`config.mk`:
```
export PLATFORM = sky130hd
export DESIGN_NAME = updi_rx
export DESIGN_NICKNAME = d
export VERILOG_FILES = /design/src/rtl/updi_rx.sv
export SDC_FILE = /design/constraint.sdc
export NUM_CORES = 1
export LEC_CHECK = 0
export ABC_AREA = 0
export BUFFER_PORTS_ARGS = -buffer_cell sky130_fd_sc_hd__buf_2
export CAP_MARGIN = 20
export CORE_UTILIZATION = 60
export DETAILED_ROUTE_END_ITERATION = 16
export HOLD_SLACK_MARGIN = 0.03
export PLACE_DENSITY = 0.94
export SETUP_SLACK_MARGIN = 0.2
export SLEW_MARGIN = 20
export SYNTH_ARGS = -nofsm -noshare
export SYNTH_HDL_FRONTEND = slang
export SYNTH_SLANG_ARGS = --single-unit
export TNS_END_PERCENT = 100
```
`constraint.sdc`:
```
create_clock -name clk -period 3.8 [get_ports clk]
set_input_delay 1.14 -clock clk [delete_from_list [all_inputs] [get_ports clk]]
set_output_delay 1.14 -clock clk [all_outputs]
set_load 0.02 [all_outputs]
```
`src/rtl/updi_rx.sv`:
```
// updi_rx: receiver for the single-wire UPDI line.
// Deserializes 8E2 frames (start, 8 data LSB-first, even parity, 2 stop) and
// pushes good bytes into the input FIFO; flags parity/framing errors,
// FIFO overflow and BREAK.
//
// Ports:
//   clk            system clock, rising edge
//   rst            asynchronous reset, active low
//   rx             raw UPDI line (idle high), asynchronous to clk
//   rx_en          receive enable; 0 while the transmitter owns the line
//   busy           high whenever the receiver is not idle
//   parity_error   one-cycle pulse: parity bit does not give even parity
//   frame_error    one-cycle pulse: stop bit sampled low (not a BREAK)
//   overflow       one-cycle pulse: good byte dropped, FIFO full
//   break_detected one-cycle pulse when a BREAK ends
//   out_fifo_data  received byte
//   out_fifo_full  FIFO full, looked at only when storing
//   out_fifo_wr_en one-cycle FIFO write strobe
module updi_rx #(
    parameter int unsigned CLKS_PER_BIT = 16
) (
    input  logic       clk,
    input  logic       rst,
    input  logic       rx,
    input  logic       rx_en,
    output logic       busy,
    output logic       parity_error,
    output logic       frame_error,
    output logic       overflow,
    output logic       break_detected,
    output logic [7:0] out_fifo_data,
    input  logic       out_fifo_full,
    output logic       out_fifo_wr_en
);

    localparam int unsigned HALF  = CLKS_PER_BIT / 2;
    localparam int unsigned CNT_W = $clog2(CLKS_PER_BIT);
    localparam logic [CNT_W-1:0] CNT_HALF_LAST = CNT_W'(HALF - 1);
    localparam logic [CNT_W-1:0] CNT_BIT_LAST  = CNT_W'(CLKS_PER_BIT - 1);

    typedef enum logic [3:0] {
        S_IDLE,
        S_START,
        S_DATA,
        S_PARITY,
        S_STOP1,
        S_STOP2,
        S_STORE,
        S_ERR,
        S_BREAK
    } state_t;

    logic             r_rx_meta;
    logic             r_rx_s;
    logic             r_rx_prev;
    state_t           r_state;
    logic [CNT_W-1:0] r_cnt;
    logic [2:0]       r_idx;
    logic [7:0]       r_data;
    logic             r_par_ok;
    logic             r_par_bit;

    state_t           w_state_nxt;
    logic [CNT_W-1:0] w_cnt_nxt;
    logic [2:0]       w_idx_nxt;
    logic [7:0]       w_data_nxt;
    logic             w_par_ok_nxt;
    logic             w_par_bit_nxt;
    logic             w_bit_tick;

    // Two-flop synchronizer plus one delay flop for falling-edge detection
    always_ff @(posedge clk or negedge rst) begin
        if (!rst) begin
            r_rx_meta <= 1'b1;
            r_rx_s    <= 1'b1;
            r_rx_prev <= 1'b1;
        end else begin
            r_rx_meta <= rx;
            r_rx_s    <= r_rx_meta;
            r_rx_prev <= r_rx_s;
        end
    end

    // State and datapath registers
    always_ff @(posedge clk or negedge rst) begin
        if (!rst) begin
            r_state   <= S_IDLE;
            r_cnt     <= '0;
            r_idx     <= '0;
            r_data    <= '0;
            r_par_ok  <= 1'b0;
            r_par_bit <= 1'b0;
        end else begin
            r_state   <= w_state_nxt;
            r_cnt     <= w_cnt_nxt;
            r_idx     <= w_idx_nxt;
            r_data    <= w_data_nxt;
            r_par_ok  <= w_par_ok_nxt;
            r_par_bit <= w_par_bit_nxt;
        end
    end

    assign w_bit_tick = (r_cnt == CNT_BIT_LAST);

    // Next-state, datapath updates and state-decoded strobes
    always_comb begin
        w_state_nxt    = r_state;
        w_cnt_nxt      = r_cnt + CNT_W'(1);
        w_idx_nxt      = r_idx;
        w_data_nxt     = r_data;
        w_par_ok_nxt   = r_par_ok;
        w_par_bit_nxt  = r_par_bit;
        parity_error   = 1'b0;
        frame_error    = 1'b0;
        overflow       = 1'b0;
        break_detected = 1'b0;
        out_fifo_wr_en = 1'b0;

        case (r_state)
            S_IDLE: begin
                w_cnt_nxt = '0;
                if (rx_en && r_rx_prev && !r_rx_s) begin
                    w_state_nxt = S_START;
                    w_idx_nxt   = '0;
                end
            end
            S_START: begin
                if (r_cnt == CNT_HALF_LAST) begin
                    w_cnt_nxt   = '0;
                    w_state_nxt = r_rx_s ? S_IDLE : S_DATA;
                end
            end
            S_DATA: begin
                if (w_bit_tick) begin
                    w_cnt_nxt  = '0;
                    w_data_nxt = {r_rx_s, r_data[7:1]};
                    w_idx_nxt  = r_idx + 3'd1;
                    if (r_idx == 3'd7) begin
                        w_state_nxt = S_PARITY;
                    end
                end
            end
            S_PARITY: begin
                if (w_bit_tick) begin
                    w_cnt_nxt     = '0;
                    w_par_bit_nxt = r_rx_s;
                    w_par_ok_nxt  = ~(^r_data ^ r_rx_s);
                    w_state_nxt   = S_STOP1;
                end
            end
            S_STOP1: begin
                if (w_bit_tick) begin
                    w_cnt_nxt = '0;
                    if (r_rx_s) begin
                        w_state_nxt = S_STOP2;
                    end else if (r_data == 8'h00 && !r_par_bit) begin
                        // All-zero frame running into the stop bit is a BREAK
                        w_state_nxt = S_BREAK;
                    end else begin
                        w_state_nxt = S_ERR;
                    end
                end
            end
            S_STOP2: begin
                if (w_bit_tick) begin
                    w_cnt_nxt   = '0;
                    w_state_nxt = r_rx_s ? S_STORE : S_ERR;
                end
            end
            S_STORE: begin
                w_cnt_nxt      = '0;
                parity_error   = !r_par_ok;
                overflow       = r_par_ok && out_fifo_full;
                out_fifo_wr_en = r_par_ok && !out_fifo_full;
                w_state_nxt    = S_IDLE;
            end
            S_ERR: begin
                w_cnt_nxt   = '0;
                frame_error = 1'b1;
                w_state_nxt = S_IDLE;
            end
            S_BREAK: begin
                w_cnt_nxt = '0;
                if (r_rx_s) begin
                    break_detected = 1'b1;
                    w_state_nxt    = S_IDLE;
                end
            end
            default: begin
                w_cnt_nxt   = '0;
                w_state_nxt = S_IDLE;
            end
        endcase

        // Disable aborts any frame and suppresses every strobe
        if (!rx_en) begin
            w_state_nxt    = S_IDLE;
            w_cnt_nxt      = '0;
            parity_error   = 1'b0;
            frame_error    = 1'b0;
            overflow       = 1'b0;
            break_detected = 1'b0;
            out_fifo_wr_en = 1'b0;
        end
    end

    assign busy          = (r_state != S_IDLE);
    assign out_fifo_data = r_data;

endmodule
```
* Word level (Yosys, flattened, before mapping)
Index checks and enable logic that the tools add are counted.
** Word-level totals
- Bits in read-only memories :: 0
- Memories :: 0
- Latch bits :: 0
- Word-level logic and storage cells :: 85
- Register bits :: 24
- Memory bits (writable) :: 0
** Cells by class
- Muxes and demuxes :: 32
- Divide/modulo/power cells :: 0
- Shifts and indexed selects :: 0
- $add $sub $neg :: 2
- Order comparisons :: 0
- Bitwise gates (word level) :: 2
- Reduce and logical (&&, ||, !) cells :: 19
- Multipliers :: 0
- Equal/unequal tests :: 21
** Operator list (number)
- 4-bit 2-to-1 mux :: 14
- 4-bit one-hot mux with 7 select lines :: 1
- 3-bit != test, second input constant :: 8
- 4-bit by 3-bit == test with 1-bit output, second input constant :: 5
- 1-bit 2-to-1 mux :: 12
- 4-bit by 2-bit == test with 1-bit output, second input constant :: 2
- 4-bit == test, second input constant :: 2
- 8-bit zero test :: 1
- 4-bit one-hot mux with 2 select lines :: 1
- 8-bit AND reduction :: 1
- 8-bit parity :: 1
- 3-bit 2-to-1 mux :: 2
- 3-bit one-hot mux with 2 select lines :: 1
- 1-bit logical AND :: 5
- 4-bit by 1-bit adder with 4-bit output, second input constant :: 1
- 4-bit by 1-bit == test with 1-bit output, second input constant :: 1
- 1-bit zero test :: 4
- 4-bit zero test :: 1
- 2-bit != test, second input constant :: 2
- 2-bit AND reduction :: 2
- 4-bit nonzero test :: 1
- 4-bit OR reduction :: 1
- 3-bit by 1-bit adder with 3-bit output, second input constant :: 1
- 3-bit == test, second input constant :: 1
- other kinds (5) :: 5

* Depth between registers and ports, before layout
- Word-level depth :: 7
- Mapped depth :: 7
- Mapped depth without buffers :: 7

* Worst setup path before layout
OpenSTA, ideal clock, no wires.
- Kind :: input-to-output
- Start point :: in rx_en
- End point :: out break_detected
- Slack :: 0.628 ns
- Data required time :: 2.660 ns
- Arrival :: 2.032 ns
- Cell stages on the path :: 3
- Cell sequence :: buf_2 nand2_1 nor4_1
** On the way
- Cells in the longest elaborated chain, start to end :: 1
** RTL lines
- from (decl) :: RTL line 25 : input logic rx_en,
- 1-bit 2-to-1 mux :: RTL line 196 : if (!rx_en) begin
- to (decl) :: RTL line 30 : output logic break_detected,
No other way between the ends.

* Worst setup path in the final report
- Start point :: reg r_state[2]
- End point :: out out_fifo_wr_en
** On the way
- Cells in the longest elaborated chain, start to end :: 3
** RTL lines
- from (decl) :: RTL line 56 : state_t r_state;
- from (signal assigned) :: RTL line 94 : r_state <= w_state_nxt;
- 4-bit by 3-bit == test with 1-bit output :: RTL line 119 : case (r_state)
- 1-bit 2-to-1 mux :: RTL line 119
- 1-bit 2-to-1 mux :: RTL line 196
- to (decl) :: RTL line 33 : output logic out_fifo_wr_en
No other way between the ends.

==> impl_metrics.json <==
{
  "rr_worst_depth": 5,
  "synth.avg_cell_area_sq_um": 9.12,
  "antenna_left": 0,
  "fin_util_pct": 68.3,
  "synth_seq_area_share_pct": 43.0,
  "port_buffers": 18,
  "synthesis.nets": 166,
  "dr.pass1.iters": 4,
  "synth-main-ff-cell": "dfrtp_1",
  "min_path_type": "reg -> reg",
  "post-route-period-util_pct": 82.1,
  "dieArea_sq_um": 2540,
  "drive_above_1_share_pct": 19.8,
  "root_buffer": "clkbuf_4",
  "area_growth_pct": 7.48,
  "synth_warnings": 0,
  "clkSinkCount": 24,
  "slowest_stage": "dfrtp_1",
  "ys_async_sr_fraction_pct": 100,
  "worst-endpoint-required_ns": 2.66,
  "clockBufferDepth": 2,
  "cp.arrival_ns": 1.98,
  "p_sw_share_pct": 23.1,
  "min_period_ns": 3.12,
  "n_fill_cell": 185,
  "ctsHtreeMaxLevel": 1,
  "power_density_nw_per_um2": 282,
  "first_global_vias": 1121,
  "cts.clk_slew.worst_paths_ns": 0.13,
  "seqPwrFrac_pct": 62.2,
  "die_width_um": 50.4,
  "p_leak_nw": 0.662,
  "die_h_um": 50.4,
  "critPathTopFamily": "flip-flops",
  "fin_nets": 180,
  "start_kind": "flip-flop",
  "syn_area_sq_um": 1410,
  "p_total_uw": 426,
  "place.gp.congestion": 0.887,
  "ys_types": 40,
  "grt_pass1_wl_um": 5010,
  "clkPwrFrac_pct": 31.5,
  "peakVddDrop_v": 0.000276,
  "r2r-end": "r_state[0]",
  "drv_slew": 0,
  "cts_setup_buffers": 0,
  "synth_edf_count": 0,
  "final.setup.tns_ns": 0,
  "holdPathEnd": "r_rx_s",
  "p_switching_uw": 98.4,
  "track_usage_pct": 26.5,
  "ctsResizeCount": 0,
  "regToRegStartpoint": "r_state[2]",
  "setup_viol": 0,
  "power_frac_comb_pct": 6.3,
  "vias": 1157,
  "worstPathMaxFanout": 19,
  "crit_chain": "nor2b_1 > nand2_1 > nor2_1 > nand2_1 > nor2_1 > buf_2",
  "tightest_slew_ns": 0.599,
  "clock.fmax_ghz": 0.320,
  "clk_latency_ns": 0.32,
  "setup_slack_ns": 0.680,
  "hold_depth": 0,
  "post-place-ws_ns": 0.747,
  "initial_utilization_pct": 63.5,
  "final_cell_count_no_fill": 195,
  "boundaryPins": 19,
  "cts_tree": "done",
  "hold_viol": 0,
  "wl_per_cell_um": 14.6,
  "crit_buf_inv": 1,
  "drtIter0Drc": 37,
  "synth.ff_latch_count": 24,
  "relSlewSlack_pct": 60.0,
  "cts_hold_buf": 0,
  "place_inst": 191,
  "rows": 17,
  "outcome": "completed",
  "cts_buffers": 3,
  "critPathCaptureType": "primary output",
  "grt_overflow_total": 0,
  "core-area_sq_um": 2210,
  "grt_max_degree": 25,
  "antenna_cells": 0,
  "routed_via_density": 5.93,
  "internal_power_uw": 328,
  "drc": 0,
  "syn_inst": 154,
  "rrSetupSlack_ns": 1.94,
  "slowest_delay_ns": 0.75,
  "crit_type": "reg -> out",
  "fin_skew_ns": 0.0101,
  "hpwl_um": 2050,
  "routed_wl_um": 2840,
  "rsz0062_at_grt": "no",
  "hp-start": "r_rx_meta",
  "maxCapViolations": 0,
  "antenna_found_initial": 0
}
==> layer usage <==
layer / global-route usage [%] / routed length [um]
met5: 0 / 0
met4: 14.8 / 52
met3: 3.64 / 97
met2: 43.1 / 1390
met1: 33.7 / 1300
==> through the flow <==
step                      instance area [sq um]  hold slack (ns)
after floorplan                            1410            0.345
after detailed placement                   1470            0.353
after global routing                       1510            0.378
final                                      1510            0.371
after CTS                                  1510            0.371
after global placement                     1470            0.348
==> synthesized netlist by cell type, types with 2 or more instances <==
cell | number | area [sq um]
nor2_1 | 14 | 52.6
o211ai_1 | 2 | 15.0
dfrtp_1 | 21 | 526
a21oi_1 | 5 | 25.0
a31o_1 | 2 | 17.5
and3_1 | 2 | 12.5
buf_2 | 6 | 30.0
a21oi_2 | 2 | 17.5
nor3b_1 | 2 | 15.0
inv_1 | 13 | 48.8
nor3_1 | 2 | 10.0
o311ai_0 | 2 | 17.5
nand2_1 | 20 | 75.1
xnor2_1 | 6 | 52.6
dfstp_2 | 3 | 78.8
buf_6 | 2 | 22.5
nand2b_1 | 3 | 18.8
o21ai_1 | 13 | 65.1
ha_1 | 7 | 87.6
nand3_1 | 5 | 25.0
nand3b_1 | 3 | 22.5
==> registers in the layout, summed over array words and instances, names as in the netlist <==
name and cells:
r_rx_meta 1, r_idx 3, r_rx_prev 1, r_state 4
r_cnt 4, r_rx_s 1, r_par_ok 1, out_fifo_data 8
r_par_bit 1
==> cell families after synthesis <==
group	after synthesis	share of synthesized area [%]
compound gates	34	16.8
xor+xnor	7	4.36
buf+inv	22	7.48
simple gates	59	21.3
mux	1	0.801
fa+ha+maj	7	6.23
flops	24	43.0
==> power groups by stage <==
| stage | combinational, mW | sequential, mW | clock [mW] |
|---|---|---|---|
| detailed placement | 0.0266 | 0.270 | 0 |
| CTS | 0.0266 | 0.265 | 0.137 |
| finish | 0.0266 | 0.265 | 0.134 |
| floorplan | 0.0196 | 0.266 | 0 |
| global route | 0.0302 | 0.266 | 0.144 |
| global placement | 0.0250 | 0.269 | 0 |
==> worst max path at each step <==
| stage | from | to | slack, ns | cells after the start |
|---|---|---|---|---|
| 4_1_cts | r_state[2] | out_fifo_wr_en | 0.73 | 6 |
| 3_3_place_gp | rx_en | overflow | 0.84 | 5 |
| 5_1_grt | r_state[2] | out_fifo_wr_en | 0.43 | 6 |
| 6_report | r_state[2] | out_fifo_wr_en | 0.68 | 6 |
| 3_5_place_dp | rx_en | out_fifo_wr_en | 0.75 | 6 |
| 2_1_floorplan | rx_en | break_detected | 0.63 | 3 |
==> cell type report <==
type / count / area (sq um) / area share (%)
timing repair buffer: 18 / 90.1 / 5.97
inverter: 13 / 48.8 / 3.23
sequential: 24 / 604 / 40.0
clock buffer: 4 / 36.3 / 2.40
tap: 28 / 35.0 / 2.32
multi-input combinational: 108 / 696 / 46.1
==> cells in the final DEF, fill, tap and decap left out, types with 2 or more instances in the layout <==
cell | synthesis | final
a21oi_1 | 5 | 5
a21oi_2 | 2 | 2
a31o_1 | 2 | 2
and3_1 | 2 | 2
buf_2 | 6 | 18
clkbuf_4 | 0 | 3
dfrtp_1 | 21 | 21
dfstp_2 | 3 | 3
ha_1 | 7 | 7
inv_1 | 13 | 13
nand2_1 | 20 | 20
nand2b_1 | 3 | 3
nand3_1 | 5 | 5
nand3b_1 | 3 | 3
nor2_1 | 14 | 14
nor3_1 | 2 | 2
nor3b_1 | 2 | 2
o211ai_1 | 2 | 2
o21ai_1 | 13 | 13
o311ai_0 | 2 | 2
xnor2_1 | 6 | 6
Note: power is estimated with default switching activity, not from simulation.
